==> config.mk <==
export PLATFORM = sky130hd
export DESIGN_NAME = pitch_ol_lagmax
export DESIGN_NICKNAME = d
export VERILOG_FILES = /design/src/rtl/pitch_ol_lagmax.sv
export SDC_FILE = /design/constraint.sdc
export NUM_CORES = 1
export LEC_CHECK = 0
export ABC_AREA = 1
export CORE_MARGIN = 4
export CORE_UTILIZATION = 40
export CTS_CLUSTER_SIZE = 12
export DETAILED_ROUTE_END_ITERATION = 12
export GPL_TIMING_DRIVEN = 0
export PLACE_DENSITY = 0.53
export SYNTH_ARGS = -nofsm -noshare
export SYNTH_HDL_FRONTEND = slang
export SYNTH_SLANG_ARGS = --single-unit
==> constraint.sdc <==
create_clock -name clk -period 8.25 [get_ports clk]
set_input_delay 0.825 -clock clk [delete_from_list [all_inputs] [get_ports clk]]
set_output_delay 0.825 -clock clk [all_outputs]
set_load 0.005 [all_outputs]
==> src/rtl/pitch_ol_lagmax.sv <==
// Open-loop pitch lag search: R(k) = sum s[n]*s[n-k] for k in [pit_min, pit_max], returns the best lag.
// Latency: 2 + (pit_max_c - pit_min + 1)*(2*N + 2) cycles from start to done; an illegal range takes 2 cycles.
// Backpressure: none. start is honoured only in IDLE; memory returns data one cycle after the address.
// Optional feature: define PITCH_OL_SAT_EN for G.729 L_mac saturating accumulation (default build wraps).
module pitch_ol_lagmax #(
  parameter int DATA_W    = 16,
  parameter int ACC_W     = 32,
  parameter int LAG_W     = 8,
  parameter int ADDR_W    = 12,
  parameter int MAX_LAG   = 143,
  parameter int BASE_ADDR = 0
) (
  input  logic                     clk,
  input  logic                     reset,
  input  logic                     start,
  input  logic [LAG_W-1:0]         L_frame,
  input  logic [LAG_W-1:0]         pit_min,
  input  logic [LAG_W-1:0]         pit_max,
  output logic [ADDR_W-1:0]        memReadAddr,
  input  logic signed [DATA_W-1:0] memIn,
  output logic                     done,
  output logic                     busy,
  output logic [LAG_W-1:0]         p_max1,
  output logic signed [ACC_W-1:0]  cor_max,
  output logic                     range_err
);

  typedef enum logic [2:0] {
    S_IDLE, S_INIT, S_RD_X, S_RD_Y, S_DRAIN, S_CMP, S_DONE
  } state_t;

  localparam int PW = 2 * DATA_W;
  // Address of s[0]; history s[-MAX_LAG..-1] sits just below it.
  localparam logic [ADDR_W-1:0]       S0_ADDR   = ADDR_W'(BASE_ADDR + MAX_LAG);
  localparam logic [LAG_W-1:0]        MAX_LAG_L = LAG_W'(MAX_LAG);
  localparam logic signed [ACC_W-1:0] ACC_MIN   = {1'b1, {(ACC_W-1){1'b0}}};
`ifdef PITCH_OL_SAT_EN
  localparam logic signed [ACC_W-1:0] ACC_MAX   = {1'b0, {(ACC_W-1){1'b1}}};
  // min*min is the only product whose doubling overflows PW bits.
  localparam logic signed [PW-1:0]    PROD_OVF  = {2'b01, {(PW-2){1'b0}}};
  localparam logic signed [PW-1:0]    PROD_MAX  = {1'b0, {(PW-1){1'b1}}};
`endif

  state_t state, next_state;

  // Request captured at start so mid-run input changes are invisible.
  logic [LAG_W-1:0]        n_frame, lag_lo, lag_hi;
  logic [LAG_W-1:0]        k, n, best_lag;
  logic signed [ACC_W-1:0] acc, best_cor;
  logic signed [DATA_W-1:0] xs;
  logic                    pend;

  logic [LAG_W-1:0]        hi_c;
  logic                    illegal, frame_empty, last_term, last_lag, win;
  logic [LAG_W:0]          n_inc;
  logic signed [PW-1:0]    prod, prod_sh;
  logic signed [ACC_W-1:0] term, mac_sum;
`ifdef PITCH_OL_SAT_EN
  logic signed [ACC_W:0]   sum_w;
`endif

  // Range decode and loop-termination conditions.
  always_comb begin
    hi_c        = (lag_hi > MAX_LAG_L) ? MAX_LAG_L : lag_hi;
    illegal     = (lag_lo == '0) || (lag_lo > hi_c);
    frame_empty = (n_frame == '0);
    n_inc       = {1'b0, n} + (LAG_W+1)'(1);
    last_term   = (n_inc == {1'b0, n_frame});
    last_lag    = (k == lag_lo);
    win         = (acc >= best_cor);
  end

  // One L_mac step: acc + 2*s[n]*s[n-k], wrapping or saturating.
  always_comb begin
    prod    = PW'(xs) * PW'(memIn);
    prod_sh = prod <<< 1;
`ifdef PITCH_OL_SAT_EN
    if (prod == PROD_OVF) prod_sh = PROD_MAX;
    term    = ACC_W'(prod_sh);
    sum_w   = {acc[ACC_W-1], acc} + {term[ACC_W-1], term};
    if (sum_w[ACC_W] != sum_w[ACC_W-1])
      mac_sum = sum_w[ACC_W] ? ACC_MIN : ACC_MAX;
    else
      mac_sum = sum_w[ACC_W-1:0];
`else
    term    = ACC_W'(prod_sh);
    mac_sum = acc + term;
`endif
  end

  // State register.
  always_ff @(posedge clk) begin
    if (!reset) state <= S_IDLE;
    else        state <= next_state;
  end

  // Next-state logic: two cycles per term, then drain and compare per lag.
  always_comb begin
    next_state = state;
    case (state)
      S_IDLE:  if (start) next_state = S_INIT;
      S_INIT:  if (illegal)          next_state = S_DONE;
               else if (frame_empty) next_state = S_DRAIN;
               else                  next_state = S_RD_X;
      S_RD_X:  next_state = S_RD_Y;
      S_RD_Y:  next_state = last_term ? S_DRAIN : S_RD_X;
      S_DRAIN: next_state = S_CMP;
      S_CMP:   if (last_lag)         next_state = S_DONE;
               else if (frame_empty) next_state = S_DRAIN;
               else                  next_state = S_RD_X;
      S_DONE:  next_state = S_IDLE;
      default: next_state = S_IDLE;
    endcase
  end

  // Status outputs decoded from state.
  always_comb begin
    done = (state == S_DONE);
    busy = (state != S_IDLE);
  end

  // Read address is registered so it is valid throughout RD_X / RD_Y and holds otherwise.
  always_ff @(posedge clk) begin
    if (!reset) begin
      memReadAddr <= '0;
    end else if (next_state == S_RD_X) begin
      memReadAddr <= (state == S_RD_Y) ? S0_ADDR + ADDR_W'(n_inc) : S0_ADDR;
    end else if (next_state == S_RD_Y) begin
      memReadAddr <= S0_ADDR + ADDR_W'(n) - ADDR_W'(k);
    end
  end

  // Datapath: latch request, accumulate, track best lag, publish results in the done cycle.
  always_ff @(posedge clk) begin
    if (!reset) begin
      n_frame   <= '0;
      lag_lo    <= '0;
      lag_hi    <= '0;
      k         <= '0;
      n         <= '0;
      acc       <= '0;
      best_cor  <= '0;
      best_lag  <= '0;
      xs        <= '0;
      pend      <= 1'b0;
      p_max1    <= '0;
      cor_max   <= '0;
      range_err <= 1'b0;
    end else begin
      case (state)
        S_IDLE: begin
          if (start) begin
            n_frame   <= L_frame;
            lag_lo    <= pit_min;
            lag_hi    <= pit_max;
            range_err <= 1'b0;
          end
        end
        S_INIT: begin
          k        <= hi_c;
          n        <= '0;
          acc      <= '0;
          pend     <= 1'b0;
          best_cor <= ACC_MIN;
          best_lag <= lag_lo;
          if (illegal) begin
            range_err <= 1'b1;
            p_max1    <= lag_lo;
            cor_max   <= ACC_MIN;
          end
        end
        // memIn now carries s[n-k] requested in the previous RD_Y.
        S_RD_X, S_DRAIN: begin
          if (pend) acc <= mac_sum;
          pend <= 1'b0;
        end
        // memIn now carries s[n] requested in the previous RD_X.
        S_RD_Y: begin
          xs   <= memIn;
          pend <= 1'b1;
          n    <= n_inc[LAG_W-1:0];
        end
        S_CMP: begin
          // >= on a descending scan lets the smaller lag win ties.
          if (win) begin
            best_cor <= acc;
            best_lag <= k;
          end
          if (last_lag) begin
            p_max1  <= win ? k : best_lag;
            cor_max <= win ? acc : best_cor;
          end
          acc <= '0;
          n   <= '0;
          k   <= k - LAG_W'(1);
        end
        default: ;
      endcase
    end
  end

endmodule
After elaboration in Yosys (flattened, before gate mapping)

Index checks and enable logic that the tools add are counted.

Register bits after elaboration: 185
Bits in latches: 0
Bits in writable memories: 0
Memory bits (read-only): 0
Input bits: 43
Output and inout bits: 55
Memories: 0

Add/sub/neg operators: 6
Multiply operators: 1
Div/mod/pow operators: 0
Magnitude comparators: 3
Equality and inequality tests: 14
Shift operators: 0
Mux-type cells: 28
Bitwise gates (word level): 0
Reductions and logical operators: 18

Operators with widths:

| operator                                                              | count |
|---|---|
| 32-bit case mux with 2 select lines                                   | 3 |
| 32-bit two-way mux                                                    | 4 |
| 8-bit case mux with 2 select lines                                    | 4 |
| 32-bit adder                                                          | 1 |
| 32-bit greater-or-equal comparator                                    | 1 |
| 8-bit two-way mux                                                     | 4 |
| 16-bit by 16-bit multiplier with 31-bit output                        | 1 |
| 12-bit two-way mux                                                    | 2 |
| 3-bit case mux with 6 select lines                                    | 1 |
| 8-bit zero test                                                       | 2 |
| 3-bit two-way mux                                                     | 5 |
| 3-bit by 2-bit equality test with 1-bit output, second input constant | 4 |
| 2-bit nonzero test                                                    | 6 |
| 8-bit by 9-bit adder with 10-bit output, first input constant         | 1 |
| 10-bit two-way mux                                                    | 1 |
| 9-bit by 8-bit subtractor with 10-bit output                          | 1 |
| 8-bit by 1-bit adder with 9-bit output, second input constant         | 1 |
| 8-bit by 8-bit adder with 9-bit output, first input constant          | 1 |
| 3-bit equality test, second input constant                            | 3 |
| 9-bit by 8-bit equality test with 1-bit output                        | 1 |
| 8-bit equality test                                                   | 1 |
| 8-bit > comparator                                                    | 1 |
| 8-bit > comparator, second input constant                             | 1 |
| 2-bit inequality test, second input constant                          | 4 |
| 11 further kinds                                                      | 16 |

Longest topological paths before layout

Gate-level depths: netlist (run 1).

Depth in word-level cells: 9
Depth in mapped cells: 38

Worst setup path before layout (run 1)

Ideal clock, no wire load.

Path type: in2reg
Start: input port memIn[7]
End: register acc[22]
Library setup time: 0.132 ns
Data arrival time: 7.386 ns
Data required time: 8.118 ns
Setup slack: 0.732 ns
Stages on the path: 34
Path buffers: 2
Path through: clkbuf_1 -> clkbuf_1 -> nand2_1 -> fa_1 -> inv_1 -> fa_1 -> inv_1 -> fa_1 -> inv_1 -> fa_1 -> fa_1 -> inv_1 -> fa_1 -> inv_1 -> ha_1 -> nand2_1 -> inv_1 -> nand3_1 -> nor3_1 -> a21oi_1 -> o21ai_0 -> nand2_1 -> nand2_1 -> xor2_1 -> ha_1 -> nand2_1 -> nand2_1 -> a31oi_1 -> o21ai_0 -> a21oi_1 -> nand2_1 -> or2_2 -> nand3_1 -> a21oi_1

Cells in the longest elaborated chain, start to end: 4

RTL lines:

| what                                           | line | text |
|---|---|---|
| start, declared                                | 20   | `input logic signed [DATA_W-1:0] memIn,` |
| 16-bit by 16-bit multiplier with 31-bit output | 75   | `prod = PW'(xs) * PW'(memIn);` |
| 32-bit adder                                   | 87   | `mac_sum = acc + term;` |
| 32-bit two-way mux                             | 174  | `if (pend) acc <= mac_sum;` |
| 32-bit case mux with 2 select lines            | 150  | `case (state)` |
| end signal, assigned                           | 174  |  |
| end, declared                                  | 49   | `logic signed [ACC_W-1:0] acc, best_cor;` |

Every way passes these cells. The select of a mux whose other input is x is not followed.
A chain may end at the register's enable or synchronous reset.

Final worst setup path (run 1)

Start: input port memIn[15]
End: register acc[22]

The elaborated chain is that of the path after synthesis.

==> results.yml, run 1 <==
timing:
  max_slew.worst_pin.slew_ns: 1.00
  period_minus_slack_ns: 7.92
  grt_setup_unrepaired: "yes"
  slew_violations: 0
  maxSlewHeadroom: 0.332
  finalHoldViolCount: 0
  skew_ns: 0.0200
  timing.fmax_mhz: 126
  timing.final.crit_share: 0.960
  finalSetupViolCount: 0
detailed_routing:
  drc: 0
  drt-met1-wl_um: 29200
  viasPerCell: 4.95
  wl_met2_um: 30400
  num_vias: 18465
  avgRoutedWirePerCell_um: 17.0
  postRouteAntennaNets: 0
  top_layer_used: "met4"
  met3_length_um: 2190
  drt_iter0_drc: 1026
  drt_pass1_iterations: 7
  wl_um: 63300
setup_path:
  path_class: "input port to register"
  cp.required_ns: 8.62
  critPathCaptureType: "register"
  cp_max_fo: 9
  reg2reg_depth: 27
  startpoint_type: "input port"
  critPathSlowestCell: "fa_1"
  cp.arrival_ns: 8.29
  cpPeakStageDelay_ns: 0.61
placed_design:
  dp_cells: 3714
  dpl.hpwl_um: 53000
  port_buffers: 82
  place_congestion: 0.911
global_route:
  grt-ovfl-total: 0
  antenna_found_initial: 0
  grt_pass1_wl_um: 103000
  grt_pass1_vias: 19151
  grt_use_total: 0.229
  grt_max_degree: 18
synthesis:
  seq_area_frac_synth: 0.174
  synth_ff_type: "dfxtp_1"
  synth_cell_type_count: 47
  syn_inst: 2952
  yosysWarnings: 0
  netlist_area_mm2: 0.0211
  syn_nets: 3420
  async_reset_ff_frac: 0
  synth_edf_count: 0
  syn_area_per_cell_um2: 7.15
  ys_ff_latch: 183
clock_network:
  clk_pin_slew_ns: 0.07
  cts.sinks: 183
  cts_root_buf: "clkbuf_16"
  cts_tree: "yes"
  htree_levels: 4
  clkLatencyLatePin_ns: 0.51
  cts_buffer_depth: 2
  cts_buffers: 17
floorplan:
  die_height_um: 238
  start_util: 0.408
  core_mm2: 0.0517
  pin_count: 98
  dieWidth_um: 238
  die_area_mm2: 0.0565
  rows: 83
power_and_ir_drop:
  p_per_area_mw_per_mm2: 320
  p_leak_uw: 0.0121
  irDropWorstVdd_mv: 0.206
flow_run:
  drv_cap: 0
final_layout:
  area_growth_pct: 11.1
  layout_common_cells: "708 x nand2_1, 615 x inv_1, 257 x fa_1"
  stdcell_count: 3731
  drive_above_1_share: 0.0449
  fillCellCount: 5403
  nets: 3506
  layout_commonest_cell: "nand2_1"
  finish.utilization: 0.453
  diodes: 0
min_path:
  holdPathStages: 2
  min_path_type: "register to register"
run_status:
  outcome: "finished clean"
-- sequential cells by signal (all words and copies together), names as in the netlist --
register / cells
lag_lo: 8
best_lag: 8
k: 8
cor_max: 32
n_frame: 8
lag_hi: 8
n: 8
range_err: 1
p_max1: 8
pend: 1
best_cor: 32
state: 3
memReadAddr: 11
xs: 16
acc: 31
-- synthesized netlist by cell type, drive strengths merged, types with 2 or more instances --
cell	count	area [µm²]
a21boi	2	15.0
a21o	8	60.1
a21oi	242	1210
a22oi	2	15.0
a31oi	17	106
buf	19	113
clkbuf	107	402
dfxtp	183	3660
fa	258	5160
ha	167	2090
inv	621	2330
nand2	711	2680
nand3	118	596
nand3b	8	63.8
nand4	21	131
nor2	176	671
nor3	14	70.1
nor4	10	68.8
o2111ai	2	17.5
o211ai	5	37.5
o21a	10	75.1
o21ai	167	836
o21bai	7	56.3
o221ai	2	17.5
o22ai	3	18.8
or2	18	113
xnor2	15	131
xor2	33	289
-- where the power goes --
part | total (µW) | internal (µW) | switching (µW)
Clock | 905 | 492 | 413
Combinational | 5370 | 1950 | 3420
Sequential | 1240 | 1080 | 162
-- cell families (layout without fill, tap and decap cells) --
family	after synthesis	count (layout)	share of synthesized area
AO/OA/AOI/OAI	470	470	0.118
XOR/XNOR	49	49	0.0210
adder cells (fa/ha/maj)	425	425	0.344
buffers and inverters	748	847	0.135
flip-flops	183	183	0.174
AND/OR/NAND/NOR	1077	1077	0.209
-- per-layer routing --
layer  track usage  up-vias
li1              -     9258
met1         0.305     8774
met2         0.391      353
met3        0.0313       80
met4        0.0694        0
met5             0        -
-- metrics by stage --
| step | cell area [µm²] | hold WS, ns | total power (µW) | setup WS (ns) | setup TNS [ns] |
|---|---|---|---|---|---|
| 6_report | 23500 | 0.461 | 7510 | 0.332 | 0 |
| 5_1_grt | 23500 | 0.476 | 8350 | -0.0114 | -0.0157 |
| 2_1_floorplan | 21100 | 0.430 | 4950 | 0.732 | 0 |
| 3_5_place_dp | 22800 | 0.452 | 6570 | -0.990 | -8.54 |
| 3_3_place_gp | 22800 | 0.450 | 6560 | -0.966 | -8.27 |
| 4_1_cts | 23400 | 0.463 | 7580 | -0.0115 | -0.0115 |
-- critical path, delay by kind of cell --
kind	cells	cell delay, ns
xor gates and xnor gates	1	0.22
AOI/OAI and AO/OA	6	1.02
adders and majority gates	8	3.68
buffers and inverters	6	0.97
and+or+nand+nor	11	1.54
-- repair_timing --
action	CTS	global route
hold buffers	0	0
setup buffers	0	2
endpoints found under the hold margin	0	0
resized for setup	31	51
pin swaps	0	1
endpoints found under the setup margin	12	15
-- layout make-up --
type / instances / area (µm²) / area share
Multi-Input combinational cell: 2021 / 14600 / 0.623
Clock buffer: 18 / 439 / 0.0187
Inverter: 622 / 2340 / 0.0997
Buffer: 109 / 509 / 0.0217
Timing Repair Buffer: 84 / 836 / 0.0356
Clock inverter: 14 / 189 / 0.00806
Sequential cell: 183 / 3680 / 0.157
Tap cell: 680 / 851 / 0.0363
-- worst paths after layout --
path / start / to / slack (ns)
max: memIn[15] / acc[22]$_SDFFE_PN0P_ / 0.33
min: lag_hi[0]$_SDFFE_PN0P_ / lag_hi[0]$_SDFFE_PN0P_ / 0.46
max reg2reg: xs[9]$_SDFFE_PN0P_ / acc[23]$_SDFFE_PN0P_ / 0.34
min reg2reg: lag_hi[0]$_SDFFE_PN0P_ / lag_hi[0]$_SDFFE_PN0P_ / 0.46
(Power assumes the default switching activity.)
==> run 2: changes to the inputs <==
Settings changed: CORE_MARGIN 4 to not set, PLACE_DENSITY 0.53 to 0.6.
==> results.yml, run 2 (synthesized netlist as in run 1, its figures left out) <==
final_layout:
  area_growth_pct: 10.8
  nets: 3502
  finish.utilization: 0.452
  diodes: 0
  stdcell_count: 3727
  drive_above_1_share: 0.0417
  layout_common_cells: "708 x nand2_1, 616 x inv_1, 257 x fa_1"
  largest_registers: "best_cor: 32 flops, cor_max: 32 flops, acc: 31 flops"
  layout_commonest_cell: "nand2_1"
run_status:
  outcome: "finished clean"
global_route:
  grt_pass1_wl_um: 101000
  grt_max_degree: 18
  grt_use_total: 0.240
  antenna_found_initial: 0
  grt-ovfl-total: 0
  grt_pass1_vias: 19244
setup_path:
  cp_max_fo: 10
  critPathCaptureType: "register"
  startpoint_type: "input port"
  r2r_setup_slack_ns: 0.32
  reg2reg_depth: 31
  path_common_cell: "nand2_1"
  cp.required_ns: 8.62
  cpPeakStageDelay_ns: 0.62
  reg2reg_from: "xs[10]$_SDFFE_PN0P_"
  rr_endpoint: "acc[22]$_SDFFE_PN0P_"
  critPathSlowestCell: "fa_1"
  path_class: "input port to register"
  cp.arrival_ns: 8.31
clock_network:
  clk_pin_slew_ns: 0.08
  cts_tree: "yes"
  cts_hold_buf: 0
  cts_buffer_depth: 2
  htree_levels: 4
  cts_root_buf: "clkbuf_16"
  cts.sinks: 183
  cts_buffers: 17
  clkLatencyLatePin_ns: 0.50
  cts_setup_buffers: 0
flow_run:
  drv_cap: 0
placed_design:
  place_congestion: 0.927
  dpl.hpwl_um: 51100
  dp_cells: 3714
  port_buffers: 82
  place_ws_ns: -0.881
floorplan:
  die_height_um: 232
  core_mm2: 0.0517
  dieWidth_um: 232
  start_util: 0.408
  rows: 83
  pin_count: 98
  die_area_mm2: 0.0537
timing:
  finalSetupViolCount: 0
  grt_setup_unrepaired: "yes"
  timing.fmax_mhz: 126
  timing.final.crit_share: 0.962
  setup_slack_ns: 0.312
  slew_violations: 0
  period_minus_slack_ns: 7.94
  finalHoldViolCount: 0
  max_slew.worst_pin.slew_ns: 0.976
  skew_ns: 0.0158
  maxSlewHeadroom: 0.349
power_and_ir_drop:
  p_per_area_mw_per_mm2: 318
  p_leak_uw: 0.0121
  irDropWorstVdd_mv: 0.221
  totalPowerFinal_uw: 7430
detailed_routing:
  num_vias: 18690
  avgRoutedWirePerCell_um: 16.5
  viasPerCell: 5.01
  postRouteAntennaNets: 0
  drc: 0
  drt_pass1_iterations: 5
  drt_iter0_drc: 1117
  wl_um: 61400
min_path:
  hold-path-endpoint: "lag_hi[0]$_SDFFE_PN0P_"
  min_path_type: "register to register"
  holdPathStages: 2
  min_from: "lag_hi[0]$_SDFFE_PN0P_"
[run 2: cell count changes in the layout (fill, tap and decap cells not counted), sizes merged]
cell | previous run | this run
buf | 24 | 19
bufinv | 3 | 2
clkbuf | 105 | 106
clkinv | 5 | 6
clkinvlp | 3 | 1
inv | 625 | 627
[run 2: report_power, final]
part | switching [µW] | internal [µW] | total (µW) | leakage, µW
Sequential | 166 | 1080 | 1240 | 0.00149
Combinational | 3370 | 1940 | 5310 | 0.0103
Clock | 409 | 463 | 872 | 0.000300
[run 2: worst max-delay path: cells and delay by family]
family | cells | cell delay, ns
AND/OR/NAND/NOR | 11 | 1.33
XOR/XNOR | 1 | 0.20
buffers and inverters | 6 | 1.06
adder cells (fa/ha/maj) | 8 | 3.72
AO/OA/AOI/OAI | 6 | 1.13
[run 2: layout make-up]
| type | count | area, µm² |
|---|---|---|
| buffer | 107 | 494 |
| clock buffer | 18 | 439 |
| clock inverter | 14 | 168 |
| fill | 5327 | 28300 |
| inverter | 622 | 2330 |
| multi-input combinational | 2021 | 14600 |
| sequential | 183 | 3670 |
| tap | 680 | 851 |
| timing repair buffer | 82 | 821 |
[run 2: timing repair]
| item | 4_1_cts | 5_1_grt |
|---|---|---|
| endpoints found under the setup margin | 9 | 12 |
| gates resized for setup | 25 | 41 |
| pin swaps | 0 | 1 |
[run 2: how the worst max path moves through the flow]
| stage | start | to | slack [ns] | depth (start not counted) |
|---|---|---|---|---|
| final | memIn[13] | acc[22]$_SDFFE_PN0P_ | 0.31 | 32 |
| after global routing | memIn[13] | acc[22]$_SDFFE_PN0P_ | -0.11 | 32 |
| after CTS | memIn[14] | acc[22]$_SDFFE_PN0P_ | 0.02 | 32 |
| after detailed placement | memIn[7] | acc[22]$_SDFFE_PN0P_ | -0.88 | 34 |
| after global placement | memIn[7] | acc[22]$_SDFFE_PN0P_ | -0.92 | 34 |
| after floorplan | memIn[7] | acc[22]$_SDFFE_PN0P_ | 0.73 | 34 |
[run 2: per-layer routing]
metal	up-vias	global-route usage	wire length, µm	share of wire
li1	9257	-	-	-
met1	8940	0.318	28300	0.46
met2	415	0.406	29300	0.48
met3	78	0.0360	2480	0.040
met4	0	0.0646	1300	0.021
met5	-	0	0	0
[run 2: per-stage QoR]
| stage | instance area [µm²] | setup TNS [ns] | hold slack [ns] |
|---|---|---|---|
| floorplan | 21100 | 0 | 0.430 |
| global placement | 22800 | -7.07 | 0.451 |
| detailed placement | 22800 | -7.32 | 0.455 |
| CTS | 23400 | 0 | 0.466 |
| global route | 23400 | -0.106 | 0.482 |
| finish | 23400 | 0 | 0.461 |
==> variant (flow settings as in run 2) <==
The option `PITCH_OL_SAT_EN` is turned on by a define.
--- a/src/rtl/pitch_ol_lagmax.sv
+++ b/src/rtl/pitch_ol_lagmax.sv
@@ -2,6 +2,8 @@
 // Latency: 2 + (pit_max_c - pit_min + 1)*(2*N + 2) cycles from start to done; an illegal range takes 2 cycles.
 // Backpressure: none. start is honoured only in IDLE; memory returns data one cycle after the address.
 // Optional feature: define PITCH_OL_SAT_EN for G.729 L_mac saturating accumulation (default build wraps).
+`define PITCH_OL_SAT_EN
+
 module pitch_ol_lagmax #(
   parameter int DATA_W    = 16,
   parameter int ACC_W     = 32,
Function: same outputs for any inputs over 4 cycles, from zero or initial values and one cycle with reset low; that may be too few to reach the edited logic, so the function may still have changed.
==> variant against run 2 <==
  * The run now ends with design-rule violations left
  * Area after synthesis up 3.0%
  * Power up 43%
  * Clock power down 7.5%
  * Cell count up 5.8%
  * Wire length up 4.3%
  * First-iteration DRC count up 12%
  * Final area up 14%
  * Sequential cell count up 1
  * Setup slack worse by 0.22 ns
  * Critical path type unchanged
  * Largest power group unchanged
  * Highest routed layer unchanged
==> variant: results (changes against run 2) <==
| Metric | Value |
|---|---|
| Outcome | `finished with violations` |
| Failing checks | `design-rule violations` |
| Area contributors post-synth | `fa_1, dfxtp_1, nand2_1, inv_1, ha_1` |
| First-pass GRT wire length | `104 mm (+2.9%)` |
| Total GRT Usage | `23.4% (-0.55 points)` |
| Placed insts | `3,836 (+3.3%)` |
| Post-Synth Adder-Cell Area | `34.2% (-0.22 points)` |
| Vias in the first global route | `19,700 (+2.3%)` |
| Sequential Area | `3740 um^2 (+1.7%)` |
| Final wirelength | `64.1 mm (+4.3%)` |
| Postcts setup bufs | `39 (+39)` |
| Worst path slowest cell | `fa_2` |
| Xor-xnor portion of the synthesized cell area | `2.45% (+0.35 points)` |
| Post-cts sizing count | `247 (+890%)` |
| Peak VDD IR | `328 uV (+48%)` |
| Crit path DAT | `8.53 ns (+0.22 ns)` |
| Skew final | `0.0189 ns (+0.00311 ns)` |
| Clock network area share | `2.12% (-0.48 points)` |
| Buffers excl. clock | `294 (+56%)` |
| CP max stage delay | `0.58 ns (-0.04 ns)` |
| Inverter count | `609 (-2.1%)` |
| DP HPWL | `50.6 mm (-1.1%)` |
| Nets@finish | `3,714 (+6.1%)` |
| CP max FO | `8 (-2)` |
| Syn avg cell area | `7.11 um^2 (-0.58%)` |
| Worst-Skew Late Latency | `0.45 ns (-0.05 ns)` |
| Post-Syn Nets | `3,536 (+3.4%)` |
| Layout fillers | `5,269 (-1.1%)` |
| DRC Markers | `4 (+4)` |
| Yosys cell types | `50 (+6.4%)` |
| DRT iter0 DRCs | `1,255 (+12%)` |
| Largest registers in the final layout | `acc x32, best_cor x32, cor_max x32` |
| Leakage Power | `0.0132 uW (+9.1%)` |
| Post-synthesis compound-gate area fraction | `11.4% (-0.44 points)` |
| DR pass1 iterations | `9 (+4)` |
| Multi-input gates | `2,130 (+5.4%)` |
variant: stage by stage:
| step | cell area [um^2] | power (uW) | setup slack (ns) |
|---|---|---|---|
| floorplan | 21800 | 6140 | 0.00290 |
| global route | 26600 | 11700 | -0.272 |
| CTS | 25300 | 9680 | 0.00102 |
| global placement | 23500 | 7900 | -1.86 |
| detailed placement | 23500 | 7900 | -1.80 |
| finish | 26600 | 10600 | 0.0958 |
variant: critical path: cells and delay by family:
family / cells / cell delay [ns]
compound gates: 6 / 0.92
simple gates: 18 / 1.79
buf+inv: 10 / 0.97
fa+ha+maj: 9 / 3.86
xor+xnor: 1 / 0.15
variant: kinds of logic after synthesis:
kind of cell	count (synthesis)
adders and majority gates	435
buffers and inverters	744
and+or+nand+nor	1171
DFF	184
xor gates and xnor gates	60
AOI/OAI and AO/OA	464
variant: worst paths after layout:
| kind | start | to | slack (ns) | cells after the start |
|---|---|---|---|---|
| setup / recovery | memIn[4] | acc[16] | 0.1 | 44 |
| hold / removal | lag_hi[3] | lag_hi[3] | 0.46 | 2 |
| setup reg to reg | xs[7] | acc[16] | 0.14 | 40 |
| hold reg to reg | lag_hi[3] | lag_hi[3] | 0.46 | 2 |
variant: routing by layer:
metal	routed length [um]	GRT usage [%]	vias up	share of wire (%)
li1	-	-	9781	-
met1	29900	32.8	9478	47
met2	30000	39.1	424	47
met3	3000	2.53	67	4.7
met4	1130	4.76	0	1.8
met5	0	0	-	0
variant: where the power goes:
part	switching [uW]	internal [uW]	leakage, uW
registers	156	1090	0.00151
logic	5040	3540	0.0114
clock network	407	400	0.000267
